### src/rtl/ifid_latch.sv
// IF/ID pipeline register: captures instruction and PC+2, holds on stall, injects NOP on flush/bubble/halt.
// Optional saturating stall-cycle counter enabled by defining STALL_CNT_EN.
module ifid_latch #(
    parameter int                DATA_W    = 16,
    parameter logic [DATA_W-1:0] NOP_INSTR = 16'h0800,
    parameter logic [4:0]        HALT_OPC  = 5'b00000,
    parameter int                CNT_W     = 16
) (
    input  logic              clk,
    input  logic              rst_n,
    input  logic [DATA_W-1:0] if_instr,
    input  logic [DATA_W-1:0] if_pc_inc,
    input  logic              if_valid,
    input  logic              id_stall,
    input  logic              id_flush,
    output logic [DATA_W-1:0] id_instr,
    output logic [DATA_W-1:0] id_pc_inc,
    output logic              id_valid,
    output logic              halt_seen
`ifdef STALL_CNT_EN
    ,output logic [CNT_W-1:0] stall_cnt
`endif
);

    localparam logic [2:0] ACT_LOAD   = 3'd0;
    localparam logic [2:0] ACT_BUBBLE = 3'd1;
    localparam logic [2:0] ACT_FREEZE = 3'd2;
    localparam logic [2:0] ACT_STALL  = 3'd3;
    localparam logic [2:0] ACT_FLUSH  = 3'd4;

    logic [DATA_W-1:0] id_instr_q, id_instr_d;
    logic [DATA_W-1:0] id_pc_inc_q, id_pc_inc_d;
    logic              id_valid_q, id_valid_d;
    logic              halt_seen_q, halt_seen_d;
    logic [2:0]        act_s;
    logic              is_halt_s;

    assign is_halt_s = (if_instr[DATA_W-1 -: 5] == HALT_OPC);

    // Resolve the per-edge action: flush > stall > halt-freeze > load/bubble.
    always_comb begin
        act_s = ACT_LOAD;
        if (id_flush) begin
            act_s = ACT_FLUSH;
        end else if (id_stall) begin
            act_s = ACT_STALL;
        end else if (halt_seen_q) begin
            act_s = ACT_FREEZE;
        end else if (if_valid) begin
            act_s = ACT_LOAD;
        end else begin
            act_s = ACT_BUBBLE;
        end
    end

    // Next-state of the latch; every non-valid outcome forces the NOP encoding.
    always_comb begin
        id_instr_d  = id_instr_q;
        id_pc_inc_d = id_pc_inc_q;
        id_valid_d  = id_valid_q;
        halt_seen_d = halt_seen_q;
        case (act_s)
            ACT_FLUSH: begin
                id_instr_d  = NOP_INSTR;
                id_pc_inc_d = {DATA_W{1'b0}};
                id_valid_d  = 1'b0;
                halt_seen_d = 1'b0;
            end
            ACT_STALL: begin
                id_instr_d  = id_instr_q;
                id_pc_inc_d = id_pc_inc_q;
                id_valid_d  = id_valid_q;
                halt_seen_d = halt_seen_q;
            end
            ACT_FREEZE, ACT_BUBBLE: begin
                id_instr_d  = NOP_INSTR;
                id_valid_d  = 1'b0;
            end
            ACT_LOAD: begin
                id_instr_d  = if_instr;
                id_pc_inc_d = if_pc_inc;
                id_valid_d  = 1'b1;
                halt_seen_d = is_halt_s;
            end
            default: begin
                id_instr_d  = NOP_INSTR;
                id_pc_inc_d = {DATA_W{1'b0}};
                id_valid_d  = 1'b0;
                halt_seen_d = 1'b0;
            end
        endcase
    end

    // Pipeline register state.
    always_ff @(posedge clk or negedge rst_n) begin
        if (!rst_n) begin
            id_instr_q  <= NOP_INSTR;
            id_pc_inc_q <= {DATA_W{1'b0}};
            id_valid_q  <= 1'b0;
            halt_seen_q <= 1'b0;
        end else begin
            id_instr_q  <= id_instr_d;
            id_pc_inc_q <= id_pc_inc_d;
            id_valid_q  <= id_valid_d;
            halt_seen_q <= halt_seen_d;
        end
    end

    assign id_instr  = id_instr_q;
    assign id_pc_inc = id_pc_inc_q;
    assign id_valid  = id_valid_q;
    assign halt_seen = halt_seen_q;

`ifdef STALL_CNT_EN
    logic [CNT_W-1:0] stall_cnt_q, stall_cnt_d;
    logic             cnt_hit_s;

    // Only stalls holding a real instruction count; the counter never wraps.
    assign cnt_hit_s = id_stall & ~id_flush & id_valid_q;

    // Saturating increment.
    always_comb begin
        stall_cnt_d = stall_cnt_q;
        if (cnt_hit_s && (stall_cnt_q != {CNT_W{1'b1}})) begin
            stall_cnt_d = stall_cnt_q + {{(CNT_W-1){1'b0}}, 1'b1};
        end else begin
            stall_cnt_d = stall_cnt_q;
        end
    end

    // Stall counter state, cleared only by reset.
    always_ff @(posedge clk or negedge rst_n) begin
        if (!rst_n) begin
            stall_cnt_q <= {CNT_W{1'b0}};
        end else begin
            stall_cnt_q <= stall_cnt_d;
        end
    end

    assign stall_cnt = stall_cnt_q;
`endif

endmodule

### config.mk
export PLATFORM = sky130hd
export DESIGN_NAME = ifid_latch
export DESIGN_NICKNAME = d
export VERILOG_FILES = /design/src/rtl/ifid_latch.sv
export SDC_FILE = /design/constraint.sdc
export NUM_CORES = 1
export LEC_CHECK = 0
export CAP_MARGIN = 15
export CORE_ASPECT_RATIO = 0.7
export CORE_MARGIN = 3
export CORE_UTILIZATION = 34
export CTS_CLUSTER_DIAMETER = 60
export DETAILED_ROUTE_END_ITERATION = 8
export PLACE_DENSITY = 0.83
export SLEW_MARGIN = 5
export SYNTH_ARGS = -nofsm -noshare
export SYNTH_HDL_FRONTEND = slang
export SYNTH_SLANG_ARGS = --single-unit
### constraint.sdc
create_clock -name clk -period 2.15 [get_ports clk]
set_clock_uncertainty 0.15 [all_clocks]
set_input_delay 0.43 -clock clk [delete_from_list [all_inputs] [get_ports clk]]
set_output_delay 0.43 -clock clk [all_outputs]
set_load 0.01 [all_outputs]
; ---- Word-level counts from Yosys, hierarchy flattened
; Cells that the tools add are included.
[op_classes]
n_mux = 8
eq_ne = 3
n_reduce_logical = 3
[op_table]
columns = op, n
row1 = 16-bit case mux with 2 select lines, 2
row2 = "3-bit by 2-bit equality test with 1-bit output, second input constant", 2
row3 = 5-bit logical NOT, 1
row4 = 2-bit two-way mux, 2
row5 = 1-bit case mux with 2 select lines, 2
row6 = "3-bit by 1-bit equality test with 1-bit output, second input constant", 1
row7 = 3-bit logical NOT, 1
row8 = 3-bit two-way mux, 1
row9 = 3-bit OR reduction, 1
row10 = 1-bit two-way mux, 1
[totals]
in_bits = 37
out_inout_bits = 34
elab_cells = 18
register_bits = 34

; ---- Logic depth before layout (Yosys ltp)
[logic_depth]
depth_word = 7
depth_mapped = 5

; ---- Worst setup path before layout
; OpenSTA, ideal clock, no wires.
[synth_timing]
path_type = input to register
startpoint = input port if_valid
endpoint = register id_pc_inc_q[10] (netlist: id_pc_inc[10])
t_required_ns = 1.879
setup_slack_ns = 0.702
arrival_ns = 1.177
cell_stages = 5
cell_sequence = nor3b_2 > and2_4 > buf_6 > buf_6 > a22o_1
[synth_via]
elab_chain_len = 7
elab_cells_between_ends = 10
classes_between = eq/ne (3) / mux (5) / reduce/logical (2)
[synth_lines]
columns = item, line
row1 = start: declaration, 13  ; input logic if_valid,
row2 = 1-bit two-way mux *, 49  ; end else if (if_valid) begin
row3 = 2-bit two-way mux *, 47  ; end else if (halt_seen_q) begin
row4 = 2-bit two-way mux *, 45  ; end else if (id_stall) begin
row5 = 3-bit two-way mux *, 43  ; if (id_flush) begin
row6 = 3-bit by 2-bit equality test with 1-bit output / 3-bit by 1-bit equality test with 1-bit output (equally long branches), 62  ; case (act_s)
row7 = 3-bit OR reduction (no line), --
row8 = 16-bit case mux with 2 select lines, 62
row9 = end signal: assignment, 98  ; id_pc_inc_q <= {DATA_W{1'b0}};
row10 = end signal: assignment, 103  ; id_pc_inc_q <= id_pc_inc_d;
row11 = end: declaration, 32  ; logic [DATA_W-1:0] id_pc_inc_q, id_pc_inc_d;
; Mark *: on every way between the ends. The rest lies on a longest branch, timed or not.
; A chain may end at the register's enable or synchronous reset.

; ---- Final worst setup path
[layout_timing]
startpoint = input port id_stall
endpoint = register id_pc_inc_q[4] (netlist: id_pc_inc[4])
[layout_via]
elab_chain_len = 5
elab_cells_between_ends = 8
classes_between = eq/ne (3) / mux (3) / reduce/logical (2)
[layout_lines]
columns = item, line
row1 = start: declaration, 14  ; input logic id_stall,
row2 = 2-bit two-way mux *, 45
row3 = 3-bit two-way mux *, 43
row4 = 3-bit by 2-bit equality test with 1-bit output / 3-bit by 1-bit equality test with 1-bit output (equally long branches), 62
row5 = 3-bit OR reduction (no line), --
row6 = 16-bit case mux with 2 select lines, 62
; Marked as above.

==> impl_metrics.env <==
export IMPL_worstPathRequired_ns=2.20
export IMPL_fin_nets=192
export IMPL_hp_start="id_valid"
export IMPL_cts_tree="yes"
export IMPL_vias=995
export IMPL_syn_num_nets=120
export IMPL_cts_sinks=34
export IMPL_cts_resized=0
export IMPL_drtIter0Drc=49
export IMPL_p_leak_nw=0.911
export IMPL_post_drt_wl_per_cell_um=16.1
export IMPL_crit_end="id_pc_inc[4]"
export IMPL_syn_inst=83
export IMPL_first_pass_iters=4
export IMPL_p_int_mw=1.02
export IMPL_r2r_end="id_pc_inc[4]"
export IMPL_post_route_drc_count=0
export IMPL_hold_buffers=0
export IMPL_power_frac_clock_pct=32.1
export IMPL_setup_worst_path_start="id_stall"
export IMPL_arrival_ns=1.98
export IMPL_r2r_start="halt_seen"
export IMPL_setup_viol=0
export IMPL_netlist_area_sq_mm=0.00126
export IMPL_start_kind="primary input"
export IMPL_drt_wl_total_um=3260
export IMPL_fin_hold_ws_ns=0.344
export IMPL_synth_seq_cells=34
export IMPL_p_total_mw=1.30
export IMPL_regToRegSetupSlack_ns=0.48
export IMPL_cts_buffers=5
export IMPL_post_cts_buffers=0
export IMPL_grt_pass1_wl_um=5260
export IMPL_die_w_um=78.9
export IMPL_finalCritPeriodShare_pct=89.6
export IMPL_synthDistinctLibCells=15
export IMPL_layout_commonest_cell="clkdlybuf4s50_1"
export IMPL_hold_violations=0
export IMPL_grtUsageTotal_pct=15.3
export IMPL_seqPwrFrac_pct=52.5
export IMPL_antenna_found_initial=0
export IMPL_worst_setup_path_end_kind="flip-flop"
export IMPL_status="finished, final reports clean"
export IMPL_io_pins=71
export IMPL_die_area_sq_mm=0.00450
export IMPL_core_sq_mm=0.00334
export IMPL_peakVddDrop_uv=305
export IMPL_path_class="in2reg"
export IMPL_dp_hpwl_um=2470
export IMPL_grt_pass1_vias=1021
export IMPL_area_growth_pct=62.1
export IMPL_fin_crit_ns=1.93
export IMPL_max_freq_mhz=519
export IMPL_timing_max_cap_violations=0
export IMPL_overflow=0
export IMPL_core_rowCount=17
export IMPL_clk_path_buf_depth=2
export IMPL_root_buffer="clkbuf_8"
export IMPL_grt_max_degree=35
export IMPL_ant_nets=0
export IMPL_reg2regPathDepth=3
export IMPL_power_density_mw_per_mm2=634
export IMPL_drive_gt1_share_pct=6.45
export IMPL_layout_setup_ws_ns=0.225
export IMPL_worst_slew_pin_slew_ns=0.995
export IMPL_netSwitchingPower_uw=284
export IMPL_yosysSeqAreaShare_pct=67.4
export IMPL_p_comb_share_pct=15.3
export IMPL_critPathMaxFanout=16
export IMPL_routed_via_density=4.93
export IMPL_yosysWarnings=0
export IMPL_start_util_pct=37.8
export IMPL_die_y_um=57.0
export IMPL_drv_slew=0
export IMPL_layout_common_cells="clkdlybuf4s50_1, dfrtp_1, a22o_1"
export IMPL_post_place_ws_ns=-0.112
export IMPL_utilization_pct=61.3
export IMPL_cts_htree_levels=2
export IMPL_swShare_pct=21.8
export IMPL_port_buffers=70
export IMPL_avgSynthCellArea_sq_um=15.2
export IMPL_maxSlewHeadroom_pct=33.4
export IMPL_rsz0062_at_grt="false"
export IMPL_clock_latency_ns=0.26
export IMPL_min_path_type="reg2reg"
export IMPL_gp_congestion=0.702
export IMPL_path_clk_slew_ns=0.06
export IMPL_antennaDiodeCount=0
-- power by group through the flow --
stage               clock network (mW)  registers (mW)  logic (mW)
floorplan                            0           0.705      0.0508
global placement                     0           0.693       0.197
detailed placement                   0           0.693       0.202
CTS                              0.430           0.682       0.202
global route                     0.467           0.685       0.213
finish                           0.417           0.682       0.199
-- per-layer routing --
metal  GRT usage (%)  part of all wire, %
met3            5.36                  6.2
met5               0                    0
met2            24.5                   51
met4            4.41                  1.2
met1            19.7                   41
-- sequential cells by signal (all words and copies together), names as in the netlist --
signal and flops:
id_valid 1, id_pc_inc 16, id_instr 16, halt_seen 1
-- area by class of cell --
type / count / area (sq um)
well taps: 47 / 58.8
repair buffers: 72 / 716
clock buffers: 7 / 76.3
inverters: 2 / 7.51
fillers: 283 / 1290
multi-input cells: 40 / 338
flip-flops and latches: 34 / 852
-- how the worst min path moves through the flow --
| stage | slack, ns | to | cells past startpoint |
|---|---|---|---|
| after floorplan | -0.02 | halt_seen | 0 |
| after global placement | 0.31 | id_valid | 1 |
| after detailed placement | 0.33 | id_valid | 1 |
| after CTS | 0.34 | id_valid | 1 |
| after global routing | 0.37 | id_instr[4] | 1 |
| final | 0.34 | id_valid | 1 |
-- through the flow --
stage | area [sq um] | setup TNS [ns] | cells
after floorplan | 1260 | 0 | 83
after global placement | 1970 | -0.528 | 195
after detailed placement | 1970 | -1.41 | 195
after CTS | 2050 | 0 | 202
after global routing | 2050 | 0 | 202
final | 2050 | 0 | 202
-- synthesized netlist by cell type --
cell type	instances	area share, %
a21o_1	1	0.59
a21oi_1	1	0.40
a22o_1	31	21
a32o_1	1	0.79
and2_4	1	0.69
buf_2	1	0.40
buf_6	5	4.5
clkbuf_2	1	0.40
dfrtp_1	33	65
dfstp_2	1	2.1
inv_1	2	0.59
nor2_1	1	0.30
nor2b_1	2	0.99
nor3b_2	1	0.99
nor4_1	1	0.50
-- cell families after synthesis --
group	count (synthesis)	share of synthesized area [%]
compound gates	34	23.3
buf+inv	9	5.84
flops	34	67.4
simple gates	6	3.47
-- critical path: stages --
cell,delay [ns]
clkdlybuf4s50_1,0.49
nor3b_2,0.06
nor2_1,0.75
a22o_1,0.24
No activity file was read; power rests on OpenSTA's default activity.
